$ cat config.mk
export PLATFORM = sky130hd
export DESIGN_NAME = fetch_unit
export DESIGN_NICKNAME = d
export VERILOG_FILES = /design/src/rtl/fetch_pkg.sv /design/src/rtl/fetch_npc.sv /design/src/rtl/fetch_unit.sv
export SDC_FILE = /design/constraint.sdc
export NUM_CORES = 1
export LEC_CHECK = 0
export ABC_AREA = 1
export BUFFER_PORTS_ARGS = -buffer_cell sky130_fd_sc_hd__buf_2
export CORE_UTILIZATION = 50
export CTS_CLUSTER_DIAMETER = 50
export DETAILED_ROUTE_END_ITERATION = 8
export PLACE_DENSITY_LB_ADDON = 0.05
export SYNTH_ARGS = -nofsm -noshare
export SYNTH_HDL_FRONTEND = slang
export SYNTH_SLANG_ARGS = --single-unit
$ cat constraint.sdc
create_clock -name clk -period 2.12 [get_ports clk]
set_input_delay 0.424 -clock clk [delete_from_list [all_inputs] [get_ports clk]]
set_output_delay 0.424 -clock clk [all_outputs]
set_load 0.01 [all_outputs]
$ cat src/rtl/fetch_pkg.sv
// Shared types and constants for the instruction-fetch stage.
package fetch_pkg;

  localparam int unsigned XLEN = 32;
  localparam logic [XLEN-1:0] RESET_PC_DEFAULT = 32'hBFC0_0000;

  typedef enum logic [1:0] {
    REQ  = 2'd0,
    WAIT = 2'd1,
    HOLD = 2'd2
  } fetch_state_t;

  // Fetch-to-decode register payload
  typedef struct packed {
    logic            instr_valid;
    logic [XLEN-1:0] instr;
    logic [XLEN-1:0] pcF;
    logic            adel;
  } fetch_out_t;

endpackage

$ cat src/rtl/fetch_npc.sv
// Next-PC select with pending redirect/branch registers.
// A live redirect/branch this cycle is honoured directly, so a pulse that
// coincides with a PC update is never lost.
module fetch_npc
  import fetch_pkg::*;
(
  input  logic            clk,
  input  logic            resetn,
  input  logic            redirect_valid,
  input  logic [XLEN-1:0] redirect_pc,
  input  logic            branch_taken,
  input  logic [XLEN-1:0] branch_target,
  input  logic [XLEN-1:0] pc,
  input  logic            advance,
  output logic [XLEN-1:0] nextPc_c
);

  logic            pendRedirValid;
  logic [XLEN-1:0] pendRedirPc;
  logic            pendBranchValid;
  logic [XLEN-1:0] pendBranchPc;

  // Priority: redirect (live, then pending) > branch (live, then pending) > pc+4
  always_comb begin
    nextPc_c = pc + XLEN'(4);
    if (redirect_valid) begin
      nextPc_c = redirect_pc;
    end else if (pendRedirValid) begin
      nextPc_c = pendRedirPc;
    end else if (branch_taken) begin
      nextPc_c = branch_target;
    end else if (pendBranchValid) begin
      nextPc_c = pendBranchPc;
    end
  end

  // Pending registers: cleared when the PC moves, a redirect overrides a branch
  always_ff @(posedge clk or negedge resetn) begin
    if (!resetn) begin
      pendRedirValid  <= 1'b0;
      pendRedirPc     <= '0;
      pendBranchValid <= 1'b0;
      pendBranchPc    <= '0;
    end else if (advance) begin
      pendRedirValid  <= 1'b0;
      pendBranchValid <= 1'b0;
    end else if (redirect_valid) begin
      pendRedirValid  <= 1'b1;
      pendRedirPc     <= redirect_pc;
      pendBranchValid <= 1'b0;
    end else if (branch_taken) begin
      pendBranchValid <= 1'b1;
      pendBranchPc    <= branch_target;
    end
  end

endmodule

$ cat src/rtl/fetch_unit.sv
// Instruction-fetch stage: PC register, single-outstanding instruction bus
// master and the fetch/decode output register.
module fetch_unit
  import fetch_pkg::*;
#(
  parameter logic [XLEN-1:0] RESET_PC = RESET_PC_DEFAULT
) (
  input  logic            clk,
  input  logic            resetn,
  input  logic            stallF,
  input  logic            redirect_valid,
  input  logic [XLEN-1:0] redirect_pc,
  input  logic            branch_taken,
  input  logic [XLEN-1:0] branch_target,
  output logic            ireq_valid,
  output logic [XLEN-1:0] ireq_addr,
  input  logic            ireq_ready,
  input  logic            iresp_valid,
  input  logic [XLEN-1:0] iresp_data,
  output logic            instr_valid,
  output logic [XLEN-1:0] instr,
  output logic [XLEN-1:0] pcF,
  output logic            adel,
  output logic            fetch_busy
);

  fetch_state_t    state, stateNext;
  logic [XLEN-1:0] pc, pcNext, nextPc_c;
  fetch_out_t      outQ, outNext;
  logic            discard, discardNext;
  logic            ireqValidQ, ireqValidNext;
  logic            busyQ, busyNext;
  logic            advance_c, handshake_c, misaligned_c;

  assign handshake_c  = ireqValidQ & ireq_ready;
  assign misaligned_c = (pc[1:0] != 2'b00);

  fetch_npc uNpc (
    .clk           (clk),
    .resetn        (resetn),
    .redirect_valid(redirect_valid),
    .redirect_pc   (redirect_pc),
    .branch_taken  (branch_taken),
    .branch_target (branch_target),
    .pc            (pc),
    .advance       (advance_c),
    .nextPc_c      (nextPc_c)
  );

  // Next state, next PC and next output register contents
  always_comb begin
    stateNext   = state;
    pcNext      = pc;
    outNext     = outQ;
    discardNext = discard;
    advance_c   = 1'b0;

    unique case (state)
      REQ: begin
        if (redirect_valid && !handshake_c) begin
          // No address accepted yet, so the request can simply retarget
          advance_c = 1'b1;
        end else if (handshake_c) begin
          stateNext   = WAIT;
          discardNext = redirect_valid;
        end else if (misaligned_c) begin
          stateNext           = HOLD;
          outNext.instr_valid = 1'b1;
          outNext.instr       = '0;
          outNext.pcF         = pc;
          outNext.adel        = 1'b1;
        end
      end
      WAIT: begin
        if (iresp_valid) begin
          if (discard || redirect_valid) begin
            advance_c   = 1'b1;
            stateNext   = REQ;
            discardNext = 1'b0;
          end else begin
            stateNext           = HOLD;
            outNext.instr_valid = 1'b1;
            outNext.instr       = iresp_data;
            outNext.pcF         = pc;
            outNext.adel        = 1'b0;
          end
        end else if (redirect_valid) begin
          discardNext = 1'b1;
        end
      end
      HOLD: begin
        if (redirect_valid || !stallF) begin
          advance_c           = 1'b1;
          stateNext           = REQ;
          outNext.instr_valid = 1'b0;
        end
      end
      default: begin
        stateNext = REQ;
      end
    endcase

    if (advance_c) begin
      pcNext = nextPc_c;
    end
    if (redirect_valid) begin
      outNext.instr_valid = 1'b0;
    end
    ireqValidNext = (stateNext == REQ) && (pcNext[1:0] == 2'b00);
    busyNext      = !outNext.instr_valid;
  end

  // State, PC and registered outputs
  always_ff @(posedge clk or negedge resetn) begin
    if (!resetn) begin
      state      <= REQ;
      pc         <= RESET_PC;
      outQ       <= '0;
      discard    <= 1'b0;
      ireqValidQ <= 1'b0;
      busyQ      <= 1'b1;
    end else begin
      state      <= stateNext;
      pc         <= pcNext;
      outQ       <= outNext;
      discard    <= discardNext;
      ireqValidQ <= ireqValidNext;
      busyQ      <= busyNext;
    end
  end

  assign ireq_valid  = ireqValidQ;
  assign ireq_addr   = pc;
  assign instr_valid = outQ.instr_valid;
  assign instr       = outQ.instr;
  assign pcF         = outQ.pcF;
  assign adel        = outQ.adel;
  assign fetch_busy  = busyQ;

endmodule

# ---- Word level (Yosys, flattened, before mapping)
# Index checks and enable logic that the tools add are counted.
dict set report totals {
  inputBits 103
  wordCells 82
  output_inout_bits 100
  regBits 169
}
dict set report op_classes {
  reduce_logical 18
  bitwise 3
  n_addsub 1
  n_eq_ne 10
  mux 36
}
# operator count
set ops {}
lappend ops {{66-bit two-way mux} 5}
lappend ops {{65-bit case mux with 2 select lines} 1}
lappend ops {{32-bit two-way mux} 4}
lappend ops {{32-bit by 3-bit adder with 32-bit output (second input constant)} 1}
lappend ops {{1-bit two-way mux} 15}
lappend ops {{2-bit two-way mux} 7}
lappend ops {{2-bit inequality test (second input constant)} 6}
lappend ops {{2-bit logical NOT} 3}
lappend ops {{3-bit inequality test (second input constant)} 2}
lappend ops {{1-bit case mux with 3 select lines} 2}
lappend ops {{2-bit case mux with 3 select lines} 1}
lappend ops {{6-bit AND reduction} 1}
lappend ops {{2-bit nonzero test} 3}
lappend ops {{5-bit AND reduction} 1}
lappend ops {{1-bit logical NOT} 3}
lappend ops {{3-bit AND reduction} 1}
lappend ops {{3-bit nonzero test} 1}
lappend ops {{2-bit by 1-bit == test with 1-bit output (second input constant)} 1}
lappend ops {{2-bit == test (second input constant)} 1}
lappend ops {{1-bit logical AND} 2}
lappend ops {{1-bit logical OR} 2}
lappend ops {{1-bit inverter} 2}
lappend ops {{1-bit case mux with 2 select lines} 1}
lappend ops {{2-bit AND reduction} 1}
lappend ops {{1-bit AND} 1}

# ---- Logic depth before layout (Yosys ltp)
dict set report logic_depth {
  ltp_word 8
  mapped_depth 13
  mapped_depth_nobuf 13
}

# ---- By module
# Synthesis repeated with hierarchy kept, for this count alone.
dict set report hier_totals {
  cells_unflattened 1047
  area_unflattened_um2 8660.8
}
# module n_inst area_per_inst_um2 seq_area_each_um2 cells_per_inst
set by_module_without_submodules {}
lappend by_module_without_submodules {fetch_npc 1 4593.2 1651.6 612}
lappend by_module_without_submodules {fetch_unit 1 4067.7 2590.0 435}

# ---- Least setup slack after synthesis
# Ideal clock, no wire load.
dict set report synth_path {
  path_kind {input-to-reg}
  startpoint {input port redirect_valid}
  endpoint {register uNpc.pendBranchPc[11]}
  cell_stages 9
  path_slack_ps 434
  setup_time_ps 125
  required_ps 1995
  t_arrival_ps 1561
  n_path_buf 2
  path_cell_list {buf_6 inv_4 nand2_2 nand3_2 nand3_4 nor2_4 nand2_2 buf_6 mux2_4}
}
dict set report synth_via {
  elab_chain_len 6
  elab_cells_between_ends 11
  cone_classes {mux (5); bitwise (2); reduce/logical (4)}
}
# element line
set synth_lines {}
lappend synth_lines {{start, declared} fetch_unit.sv:11} ;# input logic redirect_valid,
lappend synth_lines {{1-bit logical OR} fetch_unit.sv:76} ;# if (discard || redirect_valid) begin
lappend synth_lines {{1-bit two-way mux} fetch_unit.sv:76}
lappend synth_lines {{1-bit two-way mux} fetch_unit.sv:75} ;# if (iresp_valid) begin
lappend synth_lines {{1-bit case mux with 3 select lines} fetch_unit.sv:58} ;# unique case (state)
lappend synth_lines {{1-bit inverter (no source line)} -}
lappend synth_lines {{3-bit AND reduction (no source line) (*)} -}
lappend synth_lines {{end signal, assigned} fetch_npc.sv:53} ;# pendBranchPc <= branch_target;
lappend synth_lines {{end, declared} fetch_npc.sv:21} ;# logic [XLEN-1:0] pendBranchPc;
# Mark *: on every way between the ends. The rest lies on a longest branch, timed or not.
# A chain may end at the register's enable or synchronous reset.

# ---- Worst setup path after layout
dict set report layout_path {
  startpoint {register state[0]}
  endpoint {register outQ (netlist bit pcF[0])}
}
dict set report layout_via {
  elab_chain_len 3
  elab_cells_between_ends 10
  cone_classes {eq/ne (6); mux (1); reduce/logical (3)}
}
# element line
set layout_lines {}
lappend layout_lines {{start, declared} fetch_unit.sv:27} ;# fetch_state_t state, stateNext;
lappend layout_lines {{start signal, assigned} fetch_unit.sv:123} ;# state <= stateNext;
lappend layout_lines {{2-bit by 1-bit == test with 1-bit output or 2-bit logical NOT (tied branches)} fetch_unit.sv:58}
lappend layout_lines {{2-bit inequality test (no source line) or 2-bit nonzero test (tied branches)} -}
lappend layout_lines {{6-bit AND reduction (no source line)} -}
lappend layout_lines {{end signal, assigned} fetch_unit.sv:125} ;# outQ <= outNext;
lappend layout_lines {{end, declared} fetch_unit.sv:29} ;# fetch_out_t outQ, outNext;
# Several ways; a longest one is shown, not always the timed one.

==> qor.txt <==
CP Capture Type - flop
max_cap viols - 0
GR Overflow Total - 0
power per cell area - 1421 nW/um2
Max Freq - 505.7 MHz
RSZ-0062 raised after global routing - yes
count of different cell masters after synthesis - 43
Storage cell area - 4243 um2
pins over their slew limit - 0
CP Max Fanout - 19
Fillers - 1546
Required @ worst endpoint - 2.49 ns
# Post-CTS Setup Buffers - 0
Reg clk slew, reported paths - 0.07 ns
Hold Path Class - in2reg
DR WL/cell - 16.26 um
CTS root buf - clkbuf_16
final cell count without fillers - 1445
ANT cells - 0
Synth-to-Final Area Change - 23.04%
syn_nets - 1118
Worst Skew - 0.01293 ns
most frequent cells after synthesis - 333 x nand2_1, 159 x dfrtp_1, 80 x nor2_1
Starting Density - 51.04%
Total GRT Usage - 27.61%
nets@finish - 1316
Placeable Area - 16520 um2
antenna violations before repair - 0
count of input and output buffers - 202
outcome - completed
post-route setup slack - 0.1424 ns
Int Power - 8.755 mW
worst skew pair latency - 0.44 ns
Placed Instances - 1411
hpwl dp - 16740 um
largest net degree at the start of global routing - 52
endpoints failing setup - 0
post-synthesis sequential area ratio - 50.29%
Tmin final - 1.978 ns
Critical Path AT - 2.35 ns
DRT iter0 DRCs - 631
Cell Area, Placed - 9751 um2
Synth Instances - 1014
vias post-DR - 7554
mapped cell area - 8434 um2
dominant cell type by area after synthesis - dfrtp_1
die width - 131.9 um
CP Class - reg2reg
number of nets with antenna violations after routing - 0
Synth async-reset ratio - 100.0%
worst slew pin tran - 0.8537 ns
routability cong. - 0.8656
share of cells above drive strength 1 - 26.78%
FP Rows - 47
switching part of the total - 40.64%
Pleak - 5.493 nW
net switching power figure - 5.995 mW
syn_area_per_cell - 8.318 um2
TritonRoute pass-1 iters - 5
fin area - 10380 um2
vias in the first global route - 6791
Final Hold Vio Count - 0
most common cell in the netlist - nand2_1
Slew headroom - 43.02%
Hold Slack - 0.2112 ns
Total Die Area - 17390 um2
area of the multi-input gates - 3687 um2
Worst VDD drop - 752.8 uV
drt drc - 0
Synth Register Bits - 169
Die H - 131.9 um
post-DR vias/cell - 5.228
yosys warns - 0
Main synth FF type - dfrtp_1
Final period util - 93.28%
setup TNS - 0 ns
first-pass GRT wire length - 37310 um
total CTS buffers - 17
H-tree depth - 4
number of synthesized flops with an enable pin - 0
combinational power share - 39.3%
I/O Pins - 203
ranking of synthesized cells by area - dfrtp_1 47%, nand2_1 15%, mux2_4 4.1%
dpl ws - -0.1479 ns
final WL - 23490 um
top-area cell type share of the netlist area - 47.17%
clock network power share - 21.6%
clk sink count - 169
Seq pwr share - 39.0%
Max clock buf depth - 2
Startpoint Class - flop
CTS tree - built
## cells by family (layout without fill, tap and decap cells)
group	after synthesis	count (layout)	share of synthesized area (%)
buffers and inverters	124	334	6.171
multiplexers	32	32	5.296
XOR/XNOR	7	7	0.7269
AND/OR/NAND/NOR	488	489	23.74
AO/OA/AOI/OAI	193	193	13.63
adder cells (fa/ha/maj)	1	1	0.1483
flip-flops	169	169	50.29
## per-layer routing
layer,up-vias,part of all wire [%],global-route usage [%],routed length (um)
met4,0,1.1,6.654,248
met5,-,0,0,0
met2,271,42,38.59,9761
met1,3539,51,44.27,12000
met3,21,6.3,4.383,1486
li1,3723,-,-,-
## path summary, 6_finish.rpt
path,depth (start not counted),slack [ns],endpoint,start
max,7,0.14,pcF[0]$_DFFE_PN0P_,state[0]$_DFF_PN0_
min,2,0.21,instr[16]$_DFFE_PN0P_,iresp_data[16]
max reg2reg,7,0.14,pcF[0]$_DFFE_PN0P_,state[0]$_DFF_PN0_
min reg2reg,2,0.48,pcF[14]$_DFFE_PN0P_,pcF[14]$_DFFE_PN0P_
max in group asynchronous,3,0.98,ireq_addr[31]$_DFFE_PN1P_,resetn
min in group asynchronous,2,0.47,instr[11]$_DFFE_PN0P_,resetn
## layout by cell type (no fill, tap or decap), drive strengths merged
master	count
inv	76
o2111ai	1
mux2	32
ha	1
a31oi	4
o22ai	15
dfstp	10
nand2	339
o211ai	4
clkinvlp	3
bufinv	2
nand3b	4
a22o	32
nor3	5
dfrtp	159
o221ai	2
a41oi	1
xor2	3
clkinv	4
and2	2
o21bai	5
o31ai	1
buf	230
nand3	48
nand4	1
clkbuf	18
nor2	87
a21oi	54
dlygate4sd3	1
xnor2	4
or2	3
o21ai	74
## registers in the layout (all words and copies together), names as in the netlist, 2 cells and up
register and flops:
ireq_addr 32, state 2, uNpc.pendBranchPc 32, pcF 32, instr 32, uNpc.pendRedirPc 32
## power by group through the flow
| stage | combinational (mW) | sequential [mW] | clock [mW] |
|---|---|---|---|
| floorplan | 3.52 | 5.78 | 0 |
| global placement | 5.64 | 5.75 | 0 |
| detailed placement | 5.73 | 5.76 | 0 |
| CTS | 5.77 | 5.72 | 3.23 |
| global route | 6.50 | 5.91 | 3.38 |
| finish | 5.80 | 5.76 | 3.19 |
## cell type report
cell class / count / area share [%]
clock buffer: 18 / 4.232
clock inverter: 14 / 1.555
sequential: 169 / 40.88
multi-input combinational: 722 / 35.53
timing repair buffer: 231 / 12.53
inverter: 71 / 2.616
tap: 220 / 2.653
## through the flow
step / util, % / power [mW]
4_1_cts: 62.72 / 14.72
5_1_grt: 62.80 / 15.78
3_3_place_gp: 59.01 / 11.39
2_1_floorplan: - / 9.301
6_report: 62.80 / 14.75
3_5_place_dp: 59.01 / 11.48
## worst max-delay path: stages, from the launching register on
cell,delay [ns]
dfrtp_1,0.41
nor2_1,0.16
nand2_1,0.11
nor3_2,0.43
nor2_4,0.23
inv_2,0.36
nand3_1,0.13
nand2_1,0.08
## repair_timing
item / 4_1_cts / 5_1_grt
endpoints found under the hold margin: 36 / 0
hold buffers: 1 / 0
setup endpoints to repair: 1 / 27
pin swaps: 0 / 1
resized for setup: 1 / 2
cloned: 0 / 1
(Power assumes the default switching activity.)
